**src/rtl/uart_cmd_responder.sv**
```systemverilog
// Device-side UART command responder: decodes PING / CHALLENGE frames, launches the PUF
// and returns the reply one byte at a time over the transmitter handshake.
module uart_cmd_responder #(
    parameter int unsigned CHAL_BYTES       = 8,
    parameter int unsigned RESP_BYTES       = 4,
    parameter int unsigned RX_TIMEOUT_CLKS  = 20000,
    parameter int unsigned PUF_TIMEOUT_CLKS = 65535
) (
    input  logic                    clk,
    input  logic                    rst_n,
    input  logic                    rx_DV,
    input  logic [7:0]              rx_Byte,
    output logic                    tx_DV,
    output logic [7:0]              tx_Byte,
    input  logic                    tx_Active,
    input  logic                    tx_Done,
    output logic [8*CHAL_BYTES-1:0] puf_challenge,
    output logic                    puf_start,
    input  logic                    puf_valid,
    input  logic [8*RESP_BYTES-1:0] puf_response,
    output logic                    busy,
    output logic [7:0]              drop_count
);
    localparam int unsigned ChalW  = 8 * CHAL_BYTES;
    localparam int unsigned ReplyW = 8 * (RESP_BYTES + 1);

    localparam logic [7:0] CmdChal = 8'h3F;
    localparam logic [7:0] CmdPing = 8'hA5;
    localparam logic [7:0] RspPing = 8'h5A;
    localparam logic [7:0] RspErr  = 8'hEE;

    localparam logic [4:0]  LastChal   = 5'(CHAL_BYTES - 1);
    localparam logic [4:0]  ReplyLen   = 5'(RESP_BYTES + 1);
    localparam logic [31:0] RxTmoLast  = 32'(RX_TIMEOUT_CLKS - 1);
    localparam logic [31:0] PufTmoLast = 32'(PUF_TIMEOUT_CLKS - 1);

    typedef enum logic [2:0] {StIdle, StGetChal, StPufWait, StTxLoad, StTxWait} state_e;

    state_e            state_q, state_d;
    logic [ChalW-1:0]  chal_q, chal_d;
    logic [ReplyW-1:0] reply_q, reply_d;
    logic [4:0]        byte_cnt_q, byte_cnt_d;
    logic [4:0]        tx_left_q, tx_left_d;
    logic [31:0]       tmo_q, tmo_d;
    logic              tx_dv_q, tx_dv_d;
    logic [7:0]        tx_byte_q, tx_byte_d;
    logic              puf_start_q, puf_start_d;
    logic [7:0]        drop_q, drop_d;
    logic [ChalW+7:0]  chal_shift;
    logic              rx_dropped;

    assign chal_shift = {chal_q, rx_Byte};
    assign rx_dropped = rx_DV && (state_q inside {StPufWait, StTxLoad, StTxWait});

    always_comb begin
        state_d     = state_q;
        chal_d      = chal_q;
        reply_d     = reply_q;
        byte_cnt_d  = byte_cnt_q;
        tx_left_d   = tx_left_q;
        tmo_d       = tmo_q;
        tx_dv_d     = 1'b0;
        tx_byte_d   = tx_byte_q;
        puf_start_d = 1'b0;
        drop_d      = drop_q;

        if (rx_dropped && drop_q != 8'hFF) begin
            drop_d = drop_q + 8'd1;
        end

        case (state_q)
            StIdle: begin
                if (rx_DV) begin
                    if (rx_Byte == CmdChal) begin
                        byte_cnt_d = '0;
                        tmo_d      = '0;
                        state_d    = StGetChal;
                    end else begin
                        reply_d   = {(rx_Byte == CmdPing) ? RspPing : RspErr,
                                     {(ReplyW-8){1'b0}}};
                        tx_left_d = 5'd1;
                        state_d   = StTxLoad;
                    end
                end
            end
            StGetChal: begin
                if (rx_DV) begin
                    chal_d = chal_shift[ChalW-1:0];
                    tmo_d  = '0;
                    if (byte_cnt_q == LastChal) begin
                        puf_start_d = 1'b1;
                        state_d     = StPufWait;
                    end else begin
                        byte_cnt_d = byte_cnt_q + 5'd1;
                    end
                end else if (tmo_q == RxTmoLast) begin
                    // Abandoned frame: silently return, partial challenge stays visible.
                    tmo_d   = '0;
                    state_d = StIdle;
                end else begin
                    tmo_d = tmo_q + 32'd1;
                end
            end
            StPufWait: begin
                if (puf_valid) begin
                    reply_d   = {CmdChal, puf_response};
                    tx_left_d = ReplyLen;
                    state_d   = StTxLoad;
                end else if (tmo_q == PufTmoLast) begin
                    reply_d   = {RspErr, {(ReplyW-8){1'b0}}};
                    tx_left_d = 5'd1;
                    state_d   = StTxLoad;
                end else begin
                    tmo_d = tmo_q + 32'd1;
                end
            end
            StTxLoad: begin
                if (!tx_Active) begin
                    tx_dv_d   = 1'b1;
                    tx_byte_d = reply_q[ReplyW-1 -: 8];
                    reply_d   = reply_q << 8;
                    tx_left_d = tx_left_q - 5'd1;
                    state_d   = StTxWait;
                end
            end
            StTxWait: begin
                if (tx_Done) begin
                    state_d = (tx_left_q != 5'd0) ? StTxLoad : StIdle;
                end
            end
            default: state_d = StIdle;
        endcase
    end

    always_ff @(posedge clk) begin
        if (!rst_n) begin
            state_q     <= StIdle;
            chal_q      <= '0;
            reply_q     <= '0;
            byte_cnt_q  <= '0;
            tx_left_q   <= '0;
            tmo_q       <= '0;
            tx_dv_q     <= 1'b0;
            tx_byte_q   <= '0;
            puf_start_q <= 1'b0;
            drop_q      <= '0;
        end else begin
            state_q     <= state_d;
            chal_q      <= chal_d;
            reply_q     <= reply_d;
            byte_cnt_q  <= byte_cnt_d;
            tx_left_q   <= tx_left_d;
            tmo_q       <= tmo_d;
            tx_dv_q     <= tx_dv_d;
            tx_byte_q   <= tx_byte_d;
            puf_start_q <= puf_start_d;
            drop_q      <= drop_d;
        end
    end

    assign tx_DV         = tx_dv_q;
    assign tx_Byte       = tx_byte_q;
    assign puf_challenge = chal_q;
    assign puf_start     = puf_start_q;
    assign busy          = (state_q != StIdle);
    assign drop_count    = drop_q;

endmodule

```
**config.mk**
```make
export PLATFORM = sky130hd
export DESIGN_NAME = uart_cmd_responder
export DESIGN_NICKNAME = d
export VERILOG_FILES = /design/src/rtl/uart_cmd_responder.sv
export SDC_FILE = /design/constraint.sdc
export NUM_CORES = 1
export LEC_CHECK = 0
export ABC_AREA = 1
export CORE_ASPECT_RATIO = 1.25
export CORE_MARGIN = 1.5
export CORE_UTILIZATION = 35
export DETAILED_ROUTE_END_ITERATION = 8
export DONT_BUFFER_PORTS = 1
export HOLD_SLACK_MARGIN = 0.08
export PLACE_DENSITY = 0.49
export SLEW_MARGIN = 20
export SYNTH_ARGS = -nofsm -noshare
export SYNTH_HDL_FRONTEND = slang
export SYNTH_SLANG_ARGS = --single-unit
```
**constraint.sdc**
```tcl
create_clock -name clk -period 3.1 [get_ports clk]
set_input_delay 0.155 -clock clk [delete_from_list [all_inputs] [get_ports clk]]
set_output_delay 0.155 -clock clk [all_outputs]
set_load 0.02 [all_outputs]
```
==> results.txt, run 1 <==
----------------------------------------------------
[Status]
  Run status ... completed

[Timing]
  Final min period ... 2.44 ns
  RSZ-0062 raised after global routing ... false
  Final Slew Violations ... 0
  Worst clock skew ... 0.0166 ns
  Tightest Pin Transition ... 0.900 ns
  Count of final hold-check violations ... 0
  Fraction of the cycle the final worst path needs ... 78.7%
  Number of setup violations in the final report ... 0
  Sum of negative setup slack ... 0 ns
  Rel. slew slack ... 40.0%
  Max Freq ... 410 MHz

[Clock tree]
  Number of buffers created by CTS ... 17
  Clk Tree Root Cell ... clkbuf_16
  Worst-path clk slew ... 0.07 ns
  PostCTS Resize Cnt ... 0
  Buffers from clock root to sink, at most ... 2
  Clock H-tree levels ... 4
  Number of sinks handled by clock tree synthesis ... 167
  Later-pin clock latency in the skew report ... 0.44 ns
  Clock tree from TritonCTS ... yes

[Die]
  Die span in x ... 135 um
  Effective utilization at floorplan ... 36.0%
  Area of the core ... 21000 um2
  I/O pins ... 129
  Floorplan die area ... 22500 um2
  Height of the die ... 167 um
  Floorplan row count ... 59

[Power]
  Switching Share ... 39.9%
  Sequential cell fraction of total power ... 44.3%
  Static leakage ... 3.69 nW
  Maximum resistive drop on vdd ... 0.366 mV
  Net switching component of the power ... 2.77 mW
  Power density normalized to cell area ... 793 nW/um2
  P_int ... 4.18 mW
  Relative contribution of combinational cells to total power ... 26.2%
  Clock network fraction of total power ... 29.5%

[Yosys]
  Net count after synthesis ... 1147
  Post-synth design cell area ... 7570 um2
  Flops & latches, synth ... 167
  Sequential cell area fraction in the yosys report ... 44.2%
  Count of warnings emitted by yosys ... 0
  Average cell area after synthesis ... 6.91 um2
  Most common cell in the netlist ... nor2_1
  Number of flops mapped to enable cells by yosys ... 0
  Most numerous cell types in the synthesized netlist ... 224 x nor2_1, 183 x nand2_1, 167 x dfxtp_1, 137 x o21ai_0, 105 x inv_1
  Most area-hungry cell type in the Yosys netlist ... dfxtp_1
  Number of different library cells in the post-synthesis netlist ... 39
  Cells after synthesis ... 1095
  Most instantiated flip-flop cell in the synthesis netlist ... dfxtp_1
  Yosys top cell area share ... 44.2%
  Leading post-synthesis cells by cell area ... dfxtp_1 44%, nor2_1 11%, nand2_1 9.1%
  Share of synthesized flip-flops with an asynchronous set or reset ... 0%

[Place]
  HPWL after DPL ... 13700 um
  Placer congestion estimate ... 0.848
  # port buffers ... 0

[Critical path]
  Category of cells accounting for the largest share of critical-path delay ... buffers and inverters
  Peak per-stage delay on the critical path ... 0.55 ns
  Cell mode on critical path ... nor2_1
  Data arrival at the endpoint of the critical path ... 2.82 ns
  Number of buffer and inverter stages on the critical path ... 4
  Ordered list of cells on the worst path ... inv_1, nand3_2, nor2_4, inv_2, buf_4, nor2_1, nor2_1, dlygate4sd3_1
  Endpoint class of the critical path ... flop
  Levels on crit path ... 8
  WS Path Type ... reg2reg
  Required time of the critical path ... 3.48 ns
  R2R depth ... 8
  Critical path launch point type ... flop
  Crit path max-delay cell type ... dlygate4sd3_1
  Highest fanout seen on the critical path ... 42

[Routing]
  1st-pass router iterations ... 5
  Via count ... 6874
  Detail-routed net length per standard cell ... 14.7 um
  Total Wirelength ... 20600 um
  Iteration-0 DRC count of the detailed router ... 345
  Post-route antenna net violation count ... 0
  Number of remaining DRC errors ... 0
  Vias per cell ... 4.89

[Finish]
  Fin util ... 41.7%
  Count of fill cells added during filler insertion ... 2246
  Multi-input combinational cell area ... 3540 um2
  Share of final-layout standard cells stronger than drive strength 1 ... 5.48%
  Final #Nets ... 1171
  Sequential cell area ... 3340 um2
  Area overhead of the layout relative to synthesis ... 15.9%

[Hold path]
  Hold WC Path Type ... in2reg
  Number of stages on the worst hold path ... 3

[Global route]
  Remaining global-route overflow ... 0
  Combined global-route utilization of all metal layers ... 18.6%
  Largest net degree at the start of global routing ... 112
  Antenna violations before repair ... 1
  First-pass GRT wire length ... 33700 um
  Via count of the first global-routing pass ... 6754

[Run]
  MaxCap Viol Count ... 0

----------------------------------------------------
==> worst paths after layout <==
path                     from                to  slack, ns
setup reg to reg   state_q[1]  puf_challenge[0]       0.66
hold / removal          rst_n         tmo_q[19]       0.09
setup / recovery   state_q[1]  puf_challenge[0]       0.66
hold reg to reg   reply_q[23]       reply_q[23]       0.45
==> what timing repair did <==
item                      CTS  global route
hold endpoints to repair  129             0
buffers inserted            0             0
hold buffers               44             0
==> metrics by stage <==
stage	hold WS, ns	cells	power, mW	setup slack [ns]	instance area [um2]
floorplan	0.234	1095	4.54	1.25	7570
global placement	0.239	1330	4.89	0.936	7740
detailed placement	0.238	1330	4.90	0.915	7740
CTS	0.0821	1406	7.06	0.647	8770
global route	0.103	1407	7.45	0.430	8770
finish	0.0937	1407	6.95	0.661	8770
==> placed cells by master (no fill, tap or decap), types with 2 or more instances in the layout <==
master         count
nor3b_1            3
nand4_1           11
nand3_1           56
nand2_1          183
dfxtp_1          167
buf_4             11
a22o_1             8
xor2_1             7
a21oi_1           80
o21ai_2            2
nor3_1            14
clkinvlp_4         4
nand2_4            2
inv_2              4
nor2_4             4
inv_1            105
o21ai_0          137
o21bai_1           5
a31oi_1            3
ha_1               6
inv_8              6
clkinv_1           2
inv_6              3
nor2_1           224
o21ai_1            8
dlygate4sd3_1     43
clkbuf_16         17
nand3_2            2
==> tightest hold or removal path: cells and delay by family <==
| family | cells | cell delay, ns |
|---|---|---|
| buffers and inverters | 1 | 0.18 |
| and+or+nand+nor | 2 | 0.15 |
==> layout make-up <==
cell class	count	area share, %
multi-input combinational	765	40.4
sequential	167	38.1
timing repair buffer	55	6.16
inverter	113	4.92
clock buffer	18	4.89
tap	274	3.91
clock inverter	14	1.56
antenna	1	0.0285
==> logic make-up (layout without fill, tap and decap cells) <==
kind of cell | count (synthesis) | count (layout) | share of synthesized area [%]
compound gates | 246 | 246 | 17.1
xor+xnor | 8 | 8 | 0.926
fa+ha+maj | 6 | 6 | 0.992
buf+inv | 163 | 200 | 9.08
flops | 167 | 167 | 44.2
other cells | 0 | 1 | 0
simple gates | 505 | 505 | 27.8
==> layer usage <==
layer | vias to the layer above | global-route usage, % | share of wire, %
li1 | 3587 | - | -
met1 | 3095 | 22.0 | 44
met2 | 170 | 30.6 | 47
met3 | 22 | 7.51 | 8.2
met4 | 0 | 5.89 | 1.6
met5 | - | 0 | 0
==> power by group through the flow <==
stage	Combinational (mW)	Sequential, mW	Clock (mW)
after floorplan	1.50	3.04	0
after global placement	1.76	3.14	0
after detailed placement	1.77	3.13	0
after CTS	1.85	3.09	2.12
after global routing	2.11	3.14	2.20
final	1.82	3.08	2.05
==> flip-flops by register name (all words and copies together) (netlist names) <==
signal	cells
puf_challenge	64
reply_q	40
tmo_q	32
drop_count	8
tx_Byte	8
byte_cnt_q	5
tx_left_q	5
state_q	3
puf_start	1
tx_DV	1
Note: power is estimated with default switching activity, not from simulation.
==> inputs of run 2 (changes only) <==
- PLACE_DENSITY: 0.49 -> 0.51
- clock period: 3.1 -> 2 ns (I/O delays scaled with it)
==> run 2 against run 1 <==
Effect of this change: register-to-register slack lost 0.54 ns; sequential share of layout area decreased by 2.0 points; critical path depth did not move; maximum frequency up 30%; sequential power up 55%; clock power rose by 71%; sequential cell count did not move; global-route usage rose by 0.19 points; setup slack worse by 0.54 ns; clock skew is 0.0044 ns lower; count of clock-buffer cells in the layout increased by 1; critical path type unchanged; largest power group unchanged; highest routed layer unchanged.
==> results.txt, run 2 (synthesis results as in run 1) <==
----------------------------------------------------
[Critical path]
  WS Path Type ... reg2reg (unchanged)
  Ordered list of cells on the worst path ... inv_2, nand3_4, nor2_4, inv_2, buf_12, nor2_1, nor2_1, dlygate4sd3_1 (was inv_1, nand3_2, nor2_4, inv_2, buf_4, nor2_1, nor2_1, dlygate4sd3_1)
  Peak per-stage delay on the critical path ... 0.55 ns (about the same)
  Critical path launch point type ... flop (unchanged)
  R2R depth ... 8 (unchanged)
  Required time of the critical path ... 2.31 ns (was 3.48 ns)
  Setup slack on the worst flop-to-flop path ... 0.12 ns (was 0.66 ns)
  Start of the worst register-to-register path ... state_q[1] (unchanged)
  Number of buffer and inverter stages on the critical path ... 4 (unchanged)
  Data arrival at the endpoint of the critical path ... 2.19 ns (was 2.82 ns)
  Category of cells accounting for the largest share of critical-path delay ... buffers and inverters (unchanged)
  Highest fanout seen on the critical path ... 31 (was 42)
  Crit path max-delay cell type ... dlygate4sd3_1 (unchanged)
  Capturing point of the worst reg2reg path ... puf_challenge[5] (was puf_challenge[0])
  Endpoint class of the critical path ... flop (unchanged)

[Status]
  Run status ... completed (unchanged)

[Timing]
  RSZ-0062 raised after global routing ... true (was false)
  Final Slew Violations ... 0 (unchanged)
  Number of setup violations in the final report ... 0 (unchanged)
  Final min period ... 1.88 ns (was 2.44 ns)
  Worst clock skew ... 0.0122 ns (was 0.0166 ns)
  Count of final hold-check violations ... 0 (unchanged)
  Tightest Pin Transition ... 0.443 ns (was 0.900 ns)
  Rel. slew slack ... 70.5% (was 40.0%)
  Fraction of the cycle the final worst path needs ... 94.0% (was 78.7%)
  Hold_ws ... 0.0797 ns (was 0.0937 ns)
  Final worst setup slack ... 0.121 ns (was 0.661 ns)
  Max Freq ... 532 MHz (was 410 MHz)

[Routing]
  Detail-routed net length per standard cell ... 14.9 um (was 14.7 um)
  1st-pass router iterations ... 5 (unchanged)
  Vias per cell ... 4.94 (was 4.89)
  Iteration-0 DRC count of the detailed router ... 346 (was 345)
  Number of remaining DRC errors ... 0 (unchanged)
  Total Wirelength ... 21500 um (was 20600 um)
  Via count ... 7136 (was 6874)
  Post-route antenna net violation count ... 0 (unchanged)

[Place]
  HPWL after DPL ... 13900 um (was 13700 um)
  Placer congestion estimate ... 0.838 (was 0.848)
  # port buffers ... 0 (unchanged)
  Setup Slack @ Placement ... 0.0511 ns (was 0.915 ns)

[Finish]
  Share of final-layout standard cells stronger than drive strength 1 ... 9.06% (was 5.48%)
  Final #Nets ... 1209 (was 1171)
  Commonest cells after routing, fill and taps aside ... 219 x nor2_1, 180 x nand2_1, 165 x dfxtp_1 (was 224 x nor2_1, 183 x nand2_1, 167 x dfxtp_1)
  Fin util ... 44.1% (was 41.7%)
  Number of flip-flops under the largest register name ... 64 (unchanged)
  Area overhead of the layout relative to synthesis ... 22.5% (was 15.9%)
  Leading cell type in the layout, fill and taps excluded ... nor2_1 (unchanged)

[Power]
  Power density normalized to cell area ... 1260 nW/um2 (was 793 nW/um2)
  Static leakage ... 3.95 nW (was 3.69 nW)
  Maximum resistive drop on vdd ... 0.737 mV (was 0.366 mV)

[Die]
  Height of the die ... 167 um (unchanged)
  I/O pins ... 129 (unchanged)
  Effective utilization at floorplan ... 36.0% (unchanged)
  Die span in x ... 135 um (unchanged)
  Area of the core ... 21000 um2 (unchanged)
  Floorplan row count ... 59 (unchanged)
  Floorplan die area ... 22500 um2 (unchanged)

[Clock tree]
  Clock tree from TritonCTS ... yes (unchanged)
  Worst-path clk slew ... 0.07 ns (about the same)
  Clock H-tree levels ... 4 (unchanged)
  Buffers from clock root to sink, at most ... 2 (unchanged)
  Number of buffers created by CTS ... 17 (unchanged)
  Number of sinks handled by clock tree synthesis ... 167 (unchanged)
  Later-pin clock latency in the skew report ... 0.43 ns (was 0.44 ns)
  Clk Tree Root Cell ... clkbuf_16 (unchanged)

[Hold path]
  Hold Startpoint ... rst_n (unchanged)
  Worst min-delay path endpoint ... reply_q[15] (was tmo_q[19])
  Hold WC Path Type ... in2reg (unchanged)
  Number of stages on the worst hold path ... 3 (unchanged)

[Global route]
  Antenna violations before repair ... 0 (was 1)
  Remaining global-route overflow ... 0 (unchanged)
  First-pass GRT wire length ... 34100 um (was 33700 um)
  Largest net degree at the start of global routing ... 112 (unchanged)
  Combined global-route utilization of all metal layers ... 18.8% (was 18.6%)
  Via count of the first global-routing pass ... 6752 (was 6754)

[Run]
  MaxCap Viol Count ... 0 (unchanged)

----------------------------------------------------
[run 2: cell count changes in the layout (fill, tap and decap cells not counted), moves of 4 or more]
cell,before,now
nor2_1,224,219
nor2_2,1,6
dlygate4sd3_1,43,49
inv_8,6,2
o21ai_1,8,26
buf_4,11,35
o21ai_0,137,119
buf_12,0,4
[run 2: layer usage]
layer,GRT usage [%],up-vias,routed length (um)
li1,-,3660,-
met1,22.8,3275,9620
met2,31.3,183,10200
met3,5.99,18,1390
met4,6.31,0,284
met5,0,-,0
[run 2: timing repair]
action / in CTS / in global routing
endpoints found under the hold margin: 140 / 0
setup endpoints to repair: 0 / 65
setup buffers: 0 / 2
hold buffers: 50 / 0
gates resized for setup: 0 / 33
[run 2: layout make-up]
type	instances	area (um2)
flip-flops and latches	167	3350
well taps	274	343
clock inverters	13	180
repair buffers	93	947
inverters	113	432
fillers	2164	11800
diodes	1	2.50
multi-input cells	765	3580
clock buffers	19	443
[run 2: stage by stage]
step	instances	cell area (um2)	total power, mW	setup TNS (ns)
after global placement	1357	8000	7.78	0
after detailed placement	1357	8000	7.82	0
after floorplan	1095	7570	7.04	0
after global routing	1444	9270	12.4	-0.0169
final	1445	9270	11.7	0
after CTS	1439	9140	11.5	0
[run 2: how the worst max path moves through the flow]
stage / slack, ns / endpoint / cells past startpoint / start
detailed placement: 0.05 / reply_q[38] / 12 / tmo_q[0]
global placement: 0.13 / tmo_q[27] / 11 / tmo_q[4]
global route: -0.006 / tmo_q[30] / 9 / tmo_q[0]
CTS: 0.03 / reply_q[38] / 12 / tmo_q[0]
finish: 0.12 / puf_challenge[5] / 8 / state_q[1]
floorplan: 0.15 / drop_count[4] / 10 / drop_count[0]
[run 2: worst register-to-register path, stage by stage (launching register included)]
cell	delay [ns]
dfxtp_1	0.36
inv_2	0.12
nand3_4	0.10
nor2_4	0.18
inv_2	0.11
buf_12	0.19
nor2_1	0.10
nor2_1	0.06
dlygate4sd3_1	0.55
[run 2: power by group]
part | internal (mW) | leakage, nW | switching [mW]
clock network | 2.04 | 0.299 | 1.46
logic | 1.22 | 2.29 | 2.16
registers | 3.95 | 1.36 | 0.823
